$ cat src/rtl/calc_drv_pkg.sv
// Shared types and constants for the calculator port driver.
// Channel/sequencer state encodings and counter sizing helper.
package calc_drv_pkg;

  typedef enum logic [2:0] {
    IDLE,
    CMD,
    DATA,
    WAIT,
    DONE
  } chan_state_e;

  typedef enum logic {
    RUN,
    HOLD
  } rst_state_e;

  localparam int CMD_NOP   = 0;
  localparam int RESP_NONE = 0;

  function automatic int cnt_w(input int n);
    return (n > 1) ? $clog2(n) : 1;
  endfunction

endpackage

$ cat src/rtl/calc_port_fsm.sv
// One calculator request channel: cmd+opA, nop+opB, wait for response.
// Result is held until consumed; a silent DUT yields a timeout result.
module calc_port_fsm
  import calc_drv_pkg::*;
#(
  parameter int DATA_W  = 32,
  parameter int CMD_W   = 4,
  parameter int RESP_W  = 2,
  parameter int TIMEOUT = 64
) (
  input  logic              SysClk,
  input  logic              Rst,
  input  logic              flush,
  input  logic              txn_valid,
  output logic              txn_ready,
  input  logic [CMD_W-1:0]  txn_cmd,
  input  logic [DATA_W-1:0] txn_opa,
  input  logic [DATA_W-1:0] txn_opb,
  output logic [CMD_W-1:0]  req_cmd_in,
  output logic [DATA_W-1:0] req_data_in,
  input  logic [RESP_W-1:0] out_resp,
  input  logic [DATA_W-1:0] out_data,
  output logic              rslt_valid,
  input  logic              rslt_ready,
  output logic [DATA_W-1:0] rslt_data,
  output logic [RESP_W-1:0] rslt_resp,
  output logic              rslt_tmo,
  output logic              spur_resp
);

  localparam int TW = cnt_w(TIMEOUT);
  localparam logic [TW-1:0] TLAST = TW'(TIMEOUT - 1);

  chan_state_e       st;
  logic [DATA_W-1:0] opb_q;
  logic [TW-1:0]     cnt;
  logic              resp_hit;

  assign resp_hit = (out_resp != RESP_W'(RESP_NONE));

  // Channel FSM; all outputs registered alongside the state.
  always_ff @(posedge SysClk or posedge Rst) begin
    if (Rst) begin
      st          <= IDLE;
      opb_q       <= '0;
      cnt         <= '0;
      txn_ready   <= 1'b0;
      req_cmd_in  <= '0;
      req_data_in <= '0;
      rslt_valid  <= 1'b0;
      rslt_data   <= '0;
      rslt_resp   <= '0;
      rslt_tmo    <= 1'b0;
      spur_resp   <= 1'b0;
    end else if (flush) begin
      st          <= IDLE;
      cnt         <= '0;
      txn_ready   <= 1'b0;
      req_cmd_in  <= '0;
      req_data_in <= '0;
      rslt_valid  <= 1'b0;
      rslt_data   <= '0;
      rslt_resp   <= '0;
      rslt_tmo    <= 1'b0;
      spur_resp   <= 1'b0;
    end else begin
      if (resp_hit && st != WAIT)
        spur_resp <= 1'b1;
      unique case (st)
        IDLE: begin
          if (txn_valid && txn_ready) begin
            req_cmd_in  <= txn_cmd;
            req_data_in <= txn_opa;
            opb_q       <= txn_opb;
            txn_ready   <= 1'b0;
            st          <= CMD;
          end else begin
            txn_ready <= 1'b1;
          end
        end
        CMD: begin
          req_cmd_in  <= CMD_W'(CMD_NOP);
          req_data_in <= opb_q;
          st          <= DATA;
        end
        DATA: begin
          cnt <= '0;
          st  <= WAIT;
        end
        WAIT: begin
          if (resp_hit) begin
            rslt_data  <= out_data;
            rslt_resp  <= out_resp;
            rslt_tmo   <= 1'b0;
            rslt_valid <= 1'b1;
            st         <= DONE;
          end else if (cnt == TLAST) begin
            rslt_data  <= '0;
            rslt_resp  <= '0;
            rslt_tmo   <= 1'b1;
            rslt_valid <= 1'b1;
            st         <= DONE;
          end else begin
            cnt <= cnt + 1'b1;
          end
        end
        DONE: begin
          if (rslt_ready) begin
            rslt_valid <= 1'b0;
            txn_ready  <= 1'b1;
            st         <= IDLE;
          end
        end
        default: st <= IDLE;
      endcase
    end
  end

endmodule

$ cat src/rtl/calc_port_driver.sv
// Multi-port calculator request driver with DUT reset sequencer.
// Each port runs an independent calc_port_fsm; HOLD flushes them all.
module calc_port_driver
  import calc_drv_pkg::*;
#(
  parameter int NUM_PORTS  = 4,
  parameter int DATA_W     = 32,
  parameter int CMD_W      = 4,
  parameter int RESP_W     = 2,
  parameter int TIMEOUT    = 64,
  parameter int RST_CYCLES = 7
) (
  input  logic                             SysClk,
  input  logic                             Rst,
  input  logic                             rst_req,
  output logic                             dut_rst,
  input  logic [NUM_PORTS-1:0]             txn_valid,
  output logic [NUM_PORTS-1:0]             txn_ready,
  input  logic [NUM_PORTS-1:0][CMD_W-1:0]  txn_cmd,
  input  logic [NUM_PORTS-1:0][DATA_W-1:0] txn_opa,
  input  logic [NUM_PORTS-1:0][DATA_W-1:0] txn_opb,
  output logic [NUM_PORTS-1:0][CMD_W-1:0]  req_cmd_in,
  output logic [NUM_PORTS-1:0][DATA_W-1:0] req_data_in,
  input  logic [NUM_PORTS-1:0][RESP_W-1:0] out_resp,
  input  logic [NUM_PORTS-1:0][DATA_W-1:0] out_data,
  output logic [NUM_PORTS-1:0]             rslt_valid,
  input  logic [NUM_PORTS-1:0]             rslt_ready,
  output logic [NUM_PORTS-1:0][DATA_W-1:0] rslt_data,
  output logic [NUM_PORTS-1:0][RESP_W-1:0] rslt_resp,
  output logic [NUM_PORTS-1:0]             rslt_tmo,
  output logic [NUM_PORTS-1:0]             spur_resp
);

  localparam int RW = cnt_w(RST_CYCLES);
  localparam logic [RW-1:0] RLAST = RW'(RST_CYCLES - 1);

  rst_state_e    rst_st;
  logic [RW-1:0] rst_cnt;
  logic          hold_nxt;

  // Channels see the sequencer's next state so their registered
  // outputs change on the same edge as dut_rst.
  assign hold_nxt = rst_req || (rst_st == HOLD && rst_cnt != RLAST);

  // Reset sequencer: hold dut_rst for RST_CYCLES, restart on new request.
  always_ff @(posedge SysClk or posedge Rst) begin
    if (Rst) begin
      rst_st  <= HOLD;
      rst_cnt <= '0;
      dut_rst <= 1'b1;
    end else if (rst_req) begin
      rst_st  <= HOLD;
      rst_cnt <= '0;
      dut_rst <= 1'b1;
    end else if (rst_st == HOLD) begin
      if (rst_cnt == RLAST) begin
        rst_st  <= RUN;
        dut_rst <= 1'b0;
      end else begin
        rst_cnt <= rst_cnt + 1'b1;
      end
    end
  end

  for (genvar i = 0; i < NUM_PORTS; i++) begin : g_port
    calc_port_fsm #(
      .DATA_W (DATA_W),
      .CMD_W  (CMD_W),
      .RESP_W (RESP_W),
      .TIMEOUT(TIMEOUT)
    ) u_fsm (
      .SysClk     (SysClk),
      .Rst        (Rst),
      .flush      (hold_nxt),
      .txn_valid  (txn_valid[i]),
      .txn_ready  (txn_ready[i]),
      .txn_cmd    (txn_cmd[i]),
      .txn_opa    (txn_opa[i]),
      .txn_opb    (txn_opb[i]),
      .req_cmd_in (req_cmd_in[i]),
      .req_data_in(req_data_in[i]),
      .out_resp   (out_resp[i]),
      .out_data   (out_data[i]),
      .rslt_valid (rslt_valid[i]),
      .rslt_ready (rslt_ready[i]),
      .rslt_data  (rslt_data[i]),
      .rslt_resp  (rslt_resp[i]),
      .rslt_tmo   (rslt_tmo[i]),
      .spur_resp  (spur_resp[i])
    );
  end

endmodule

$ cat config.mk
export PLATFORM = sky130hd
export DESIGN_NAME = calc_port_driver
export DESIGN_NICKNAME = d
export VERILOG_FILES = /design/src/rtl/calc_drv_pkg.sv /design/src/rtl/calc_port_fsm.sv /design/src/rtl/calc_port_driver.sv
export SDC_FILE = /design/constraint.sdc
export NUM_CORES = 1
export LEC_CHECK = 0
export BUFFER_PORTS_ARGS = -buffer_cell sky130_fd_sc_hd__buf_4
export CAP_MARGIN = 20
export CORE_AREA = 4 4 278 280
export CTS_BUF_LIST = sky130_fd_sc_hd__clkbuf_4
export DETAILED_ROUTE_END_ITERATION = 7
export DIE_AREA = 0 0 282 284
export PLACE_DENSITY_LB_ADDON = 0.08
export SLEW_MARGIN = 15
export SYNTH_ARGS = -nofsm -noshare
export SYNTH_HDL_FRONTEND = slang
export SYNTH_SLANG_ARGS = --single-unit
$ cat constraint.sdc
create_clock -name SysClk -period 14.4 [get_ports SysClk]
set_clock_uncertainty 0.05 [all_clocks]
set_input_delay 2.16 -clock SysClk [delete_from_list [all_inputs] [get_ports SysClk]]
set_output_delay 2.16 -clock SysClk [all_outputs]
set_load 0.005 [all_outputs]
### Yosys cells after proc, flatten, opt, wreduce, memory -nomap -nowiden

Cells that the tools add are included.

| operators by class | value |
|---|---|
| add/subtract/negate cells | 5 |
| equality and inequality tests | 47 |
| mux-type cells | 161 |
| bitwise gates (word level) | 1 |
| reduce and logical (&&, ||, !) cells | 78 |

Operators by type and width:

| cell | number |
|---|---|
| two-way mux 32 bit | 24 |
| case mux 32 bit (2 select lines) | 4 |
| two-way mux 6 bit | 12 |
| two-way mux 3 bit | 23 |
| case mux 3 bit (5 select lines) | 4 |
| nonzero test 3 bit | 20 |
| two-way mux 1 bit | 54 |
| case mux 6 bit (2 select lines) | 4 |
| AND reduction 3 bit | 16 |
| two-way mux 2 bit | 16 |
| two-way mux 4 bit | 8 |
| case mux 4 bit (2 select lines) | 4 |
| != test 3 x 2 -> 1 bit (second input constant) | 10 |
| != test 3 bit (second input constant) | 10 |
| AND reduction 2 bit | 14 |
| nonzero test 2 bit | 14 |
| adder 6 x 1 -> 6 bit (second input constant) | 4 |
| equality test 3 x 2 -> 1 bit (second input constant) | 8 |
| equality test 6 bit (second input constant) | 4 |
| case mux 1 bit (2 select lines) | 8 |
| equality test 3 bit (second input constant) | 5 |
| equality test 3 x 1 -> 1 bit (second input constant) | 4 |
| zero test 3 bit | 4 |
| != test 4 x 2 -> 1 bit (second input constant) | 3 |
| other kinds (7) | 15 |

| storage, ports and cells | value |
|---|---|
| register bits after elaboration | 465 |
| bits of input ports | 419 |
| output and inout bits | 297 |
| logic and storage cells | 339 |

### Logic depth before layout (Yosys ltp)

| depth | value |
|---|---|
| word-level depth | 5 |
| mapped depth | 10 |

### Cells and area by module

From an unflattened synthesis, not the netlist that was laid out.

| second synthesis, totals | value |
|---|---|
| cells, all modules | 1558 |
| area, all modules | 20847.5 µm² |

Modules (own cells, without submodules):

| module | instances | cells an instance | area an instance (µm²) | seq. area each (µm²) |
|---|---|---|---|---|
| calc_port_fsm | 4 | 384 | 5144.9 | 2877.8 |
| calc_port_driver | 1 | 22 | 267.8 | 127.6 |

### Worst setup path after synthesis

Ideal clock, no wire load.

| path | value |
|---|---|
| path type | input to register |
| start point | in rst_req |
| end point | reg g_port[0].u_fsm.opb_q[15] |
| arrival time | 3.452 ns |
| required time | 14.225 ns |
| setup slack | 10.773 ns |
| stages on the path | 6 |
| cell sequence | buf_2 > nor2_4 > inv_4 > nor3_4 > buf_6 > mux2_2 |

| between the ends | value |
|---|---|
| longest elaborated chain between the ends | 3 |

Ends and longest elaborated chain:

| item | line | source |
|---|---|---|
| start, declared | calc_port_driver.sv:15 | `input logic rst_req,` |
| logical OR 1 bit | calc_port_driver.sv:43 | `assign hold_nxt = rst_req \|\| (rst_st == HOLD && rst_cnt != RLAST);` |
| inverter 1 bit (no source line) | - |  |
| AND reduction 3 bit (no source line) | - |  |
| end signal, assigned | calc_port_fsm.sv:74 | `opb_q <= txn_opb;` |
| end, declared | calc_port_fsm.sv:35 | `logic [DATA_W-1:0] opb_q;` |

No other way between the ends.
A chain may end at the register's enable or synchronous reset.

### Worst setup path in the final report

| path | value |
|---|---|
| start point | in rst_req |
| end point | reg g_port[1].u_fsm.opb_q[15] |

| between the ends | value |
|---|---|
| longest elaborated chain between the ends | 3 |

Ends and longest elaborated chain:

| item | line |
|---|---|
| logical OR 1 bit | calc_port_driver.sv:43 |
| inverter 1 bit (no source line) | - |
| AND reduction 3 bit (no source line) | - |
| end signal, assigned | calc_port_fsm.sv:74 |
| end, declared | calc_port_fsm.sv:35 |

No other way between the ends.

==> results.sh <==
export IMPL_status="finished clean"
export IMPL_placeableCoreArea_mm2=0.0744
export IMPL_holdBufCountCts=0
export IMPL_viasPerCell=4.81
export IMPL_numCtsBuffers=143
export IMPL_clockRootBuffer="clkbuf_4"
export IMPL_hpwl_um=53400
export IMPL_synth_compound_area_frac=0.143
export IMPL_met2WireLength_um=38200
export IMPL_seq_area_mm2=0.0116
export IMPL_cp_depth=7
export IMPL_clock_latency_ns=0.92
export IMPL_die_h_um=284
export IMPL_grt_pass1_wl_um=114000
export IMPL_fin_tns_setup_ns=0
export IMPL_async_flop_share=1.00
export IMPL_grt_antenna_before_repair=21
export IMPL_critPathRequiredTime_ns=15.11
export IMPL_initial_core_util=0.275
export IMPL_grt_setup_unrepaired="no"
export IMPL_cts_clk_slew_worst_paths_ns=0.05
export IMPL_dr_pass1_iters=5
export IMPL_rows=100
export IMPL_p_leak_nw=13.1
export IMPL_crit_path_cell_trace="buf_4 -> nor2_4 -> inv_8 -> buf_4 -> nor3_4 -> buf_4 -> mux2_1"
export IMPL_gp_congestion=0.782
export IMPL_slowest_stage="buf_4"
export IMPL_dp_slack_ns=9.37
export IMPL_synth_edf_count=0
export IMPL_fillCellCount=7524
export IMPL_h_tree_depth=4
export IMPL_drv_slew=0
export IMPL_hold_ws_ns=0.424
export IMPL_tightestPinTransition_ns=1.05
export IMPL_setup_slack_ns=10.26
export IMPL_first_iter_violations=829
export IMPL_post_cts_buffers=0
export IMPL_fin_area_mm2=0.0282
export IMPL_wl_um=77000
export IMPL_crit_buf_inv=4
export IMPL_hold_end="g_port[0].u_fsm.req_data_in[0]$_DFFE_PP0P_"
export IMPL_highest_layer="met5"
export IMPL_route_vias_total=17200
export IMPL_finalHoldViolations=0
export IMPL_drc=0
export IMPL_synthMuxAreaShare=0.135
export IMPL_post_dp_cell_area_mm2=0.0264
export IMPL_drive_gt1_frac=0.408
export IMPL_grt_overflow_total=0
export IMPL_ys_seq_elements=465
export IMPL_fin_crit_ns=4.14
export IMPL_cts_tree="done"
export IMPL_r2r_setup_slack_ns=10.30
export IMPL_crit_arrival_ns=4.85
export IMPL_multi_input_area_mm2=0.00793
export IMPL_finalCritPeriodShare=0.287
export IMPL_grt_max_degree=165
export IMPL_grt_pass1_vias=18000
export IMPL_drt_met1_wl_um=29500
export IMPL_ant_nets=0
export IMPL_crit_start="rst_req"
export IMPL_fin_cells=3576
export IMPL_setup_violations=0
export IMPL_synth_warnings=0
export IMPL_synthDistinctLibCells=64
export IMPL_min_from="g_port[0].u_fsm.req_data_in[0]$_DFFE_PP0P_"
export IMPL_avgSynthCellArea_um2=11.4
export IMPL_synthSimpleGateAreaFrac=0.103
export IMPL_path_common_cell="buf_4"
export IMPL_critPathTopFamily="buffers and inverters"
export IMPL_place_inst=3335
export IMPL_area_growth_pct=37.7
export IMPL_syn_inst=1790
export IMPL_ios=716
export IMPL_drv_cap=0
export IMPL_max_stage_delay_ns=0.74
export IMPL_syn_area_mm2=0.0205
export IMPL_wl_per_cell_um=21.5
export IMPL_r2r_end="g_port[1].u_fsm.opb_q[15]$_DFFE_PP0P_"
export IMPL_critical_path_max_fanout=123
export IMPL_crit_path_end_kind="register"
export IMPL_synth_xor_xnor_area_share=0.00171
export IMPL_ys_flop_type="dfrtp_1"
export IMPL_critPathLaunchType="input port"
export IMPL_port_buffers=715
export IMPL_synth_fa_ha_area_frac=0.00367
export IMPL_max_slew_margin_rel=0.302
export IMPL_cts_path_max_buffers=3
export IMPL_seq_area_frac_synth=0.569
export IMPL_fmax_ghz=0.242
export IMPL_crit_type="in -> reg"
export IMPL_cts_sinks=465
export IMPL_reg2reg_from="rst_cnt[0]$_DFFE_PP0P_"
export IMPL_synth_top_family_by_area="compound AO/OA/AOI/OAI gates"
export IMPL_power_density_mw_per_mm2=109
export IMPL_ir_drop_mv=0.0479
export IMPL_worstHoldPathType="reg -> reg"
export IMPL_synthesis_nets=2215
export IMPL_final_nets=2937
export IMPL_wl_met3_um=7170
export IMPL_cts_repair_resized=0
export IMPL_rr_worst_depth=9
export IMPL_whs_path_depth=2
export IMPL_grtUsageTotal=0.186
export IMPL_die_width_um=282
export IMPL_die_area_mm2=0.0801
[metal layers]
| layer | vias to the layer above | global-route usage |
|---|---|---|
| li1 | 8040 | - |
| met1 | 8441 | 0.211 |
| met2 | 571 | 0.308 |
| met3 | 142 | 0.0787 |
| met4 | 16 | 0.0724 |
| met5 | - | 0 |
[cells in the mapped netlist, types with 39 or more instances]
cell      count  area, um^2
a21oi_1      94         470
mux2_1       54         608
a22o_1       49         429
clkbuf_1     75         282
mux2i_1     130        1300
nand4_1      39         244
nand3_1      88         440
mux2_2       75         845
o21ai_0     109         546
o31ai_1     130         976
nand2_1     194         728
dfrtp_1     463       11600
buf_2        48         240
[cell families (layout without fill, tap and decap cells)]
group / Yosys count / in the layout
DFF: 465 / 465
AOI/OAI and AO/OA: 443 / 443
and+or+nand+nor: 433 / 433
muxes: 259 / 259
buffers and inverters: 180 / 980
adders and majority gates: 6 / 6
xor gates and xnor gates: 4 / 4
other: 0 / 17
[stage by stage]
stage / total power (W) / util
final: 0.00307 / 0.379
after global routing: 0.00326 / 0.379
after CTS: 0.00315 / 0.378
after detailed placement: 0.00184 / 0.355
after global placement: 0.00182 / 0.355
after floorplan: 0.00168 / -
[flip-flops by register name, summed over array words and instances, names as in the netlist, 8 cells and up]
name                      cells
g_port.u_fsm.st              12
g_port.u_fsm.req_data_in    128
g_port.u_fsm.opb_q          128
g_port.u_fsm.req_cmd_in      16
g_port.u_fsm.rslt_resp        8
g_port.u_fsm.cnt             24
g_port.u_fsm.rslt_data      128
[cell type report]
| cell class | instances | share of cell area |
|---|---|---|
| multi-input cells | 1145 | 0.281 |
| inverters | 14 | 0.00226 |
| flip-flops and latches | 465 | 0.413 |
| clock buffers | 195 | 0.0519 |
| diodes | 17 | 0.00151 |
| clock inverters | 28 | 0.00777 |
| repair buffers | 743 | 0.199 |
| well taps | 969 | 0.0430 |
[worst min-delay path: cells and delay by family (launching register included)]
kind	cells	cell delay (ns)
AO/OA/AOI/OAI	1	0.05
AND/OR/NAND/NOR	1	0.05
flip-flops	1	0.33
[placed cells by master (no fill, tap or decap), drive strengths merged, types with 10 or more instances in the layout]
cell    count
mux2      129
a31oi      15
mux2i     130
diode      17
nand2     194
dfrtp     463
nor2       37
a21oi      94
nand2b     10
clkinv     19
nand3      88
a22o       49
clkbuf    195
o31ai     130
buf       743
o21ai     113
inv        17
nor3       24
nand4      39
[how the worst max path moves through the flow]
stage | to | slack (ns)
final | g_port[1].u_fsm.opb_q[15]$_DFFE_PP0P_ | 10.26
after global routing | g_port[1].u_fsm.opb_q[8]$_DFFE_PP0P_ | 10.08
after CTS | g_port[1].u_fsm.opb_q[8]$_DFFE_PP0P_ | 10.26
after detailed placement | g_port[1].u_fsm.opb_q[14]$_DFFE_PP0P_ | 9.37
after global placement | g_port[1].u_fsm.opb_q[3]$_DFFE_PP0P_ | 9.39
after floorplan | g_port[0].u_fsm.cnt[0]$_DFFE_PP0P_ | 5.90
[power breakdown]
| group | internal (W) | leakage [nW] | switching (W) |
|---|---|---|---|
| Clock | 0.000672 | 1.00 | 0.000594 |
| Combinational | 0.000176 | 5.78 | 0.000118 |
| Sequential | 0.00144 | 6.34 | 0.0000669 |
(Power assumes the default switching activity.)
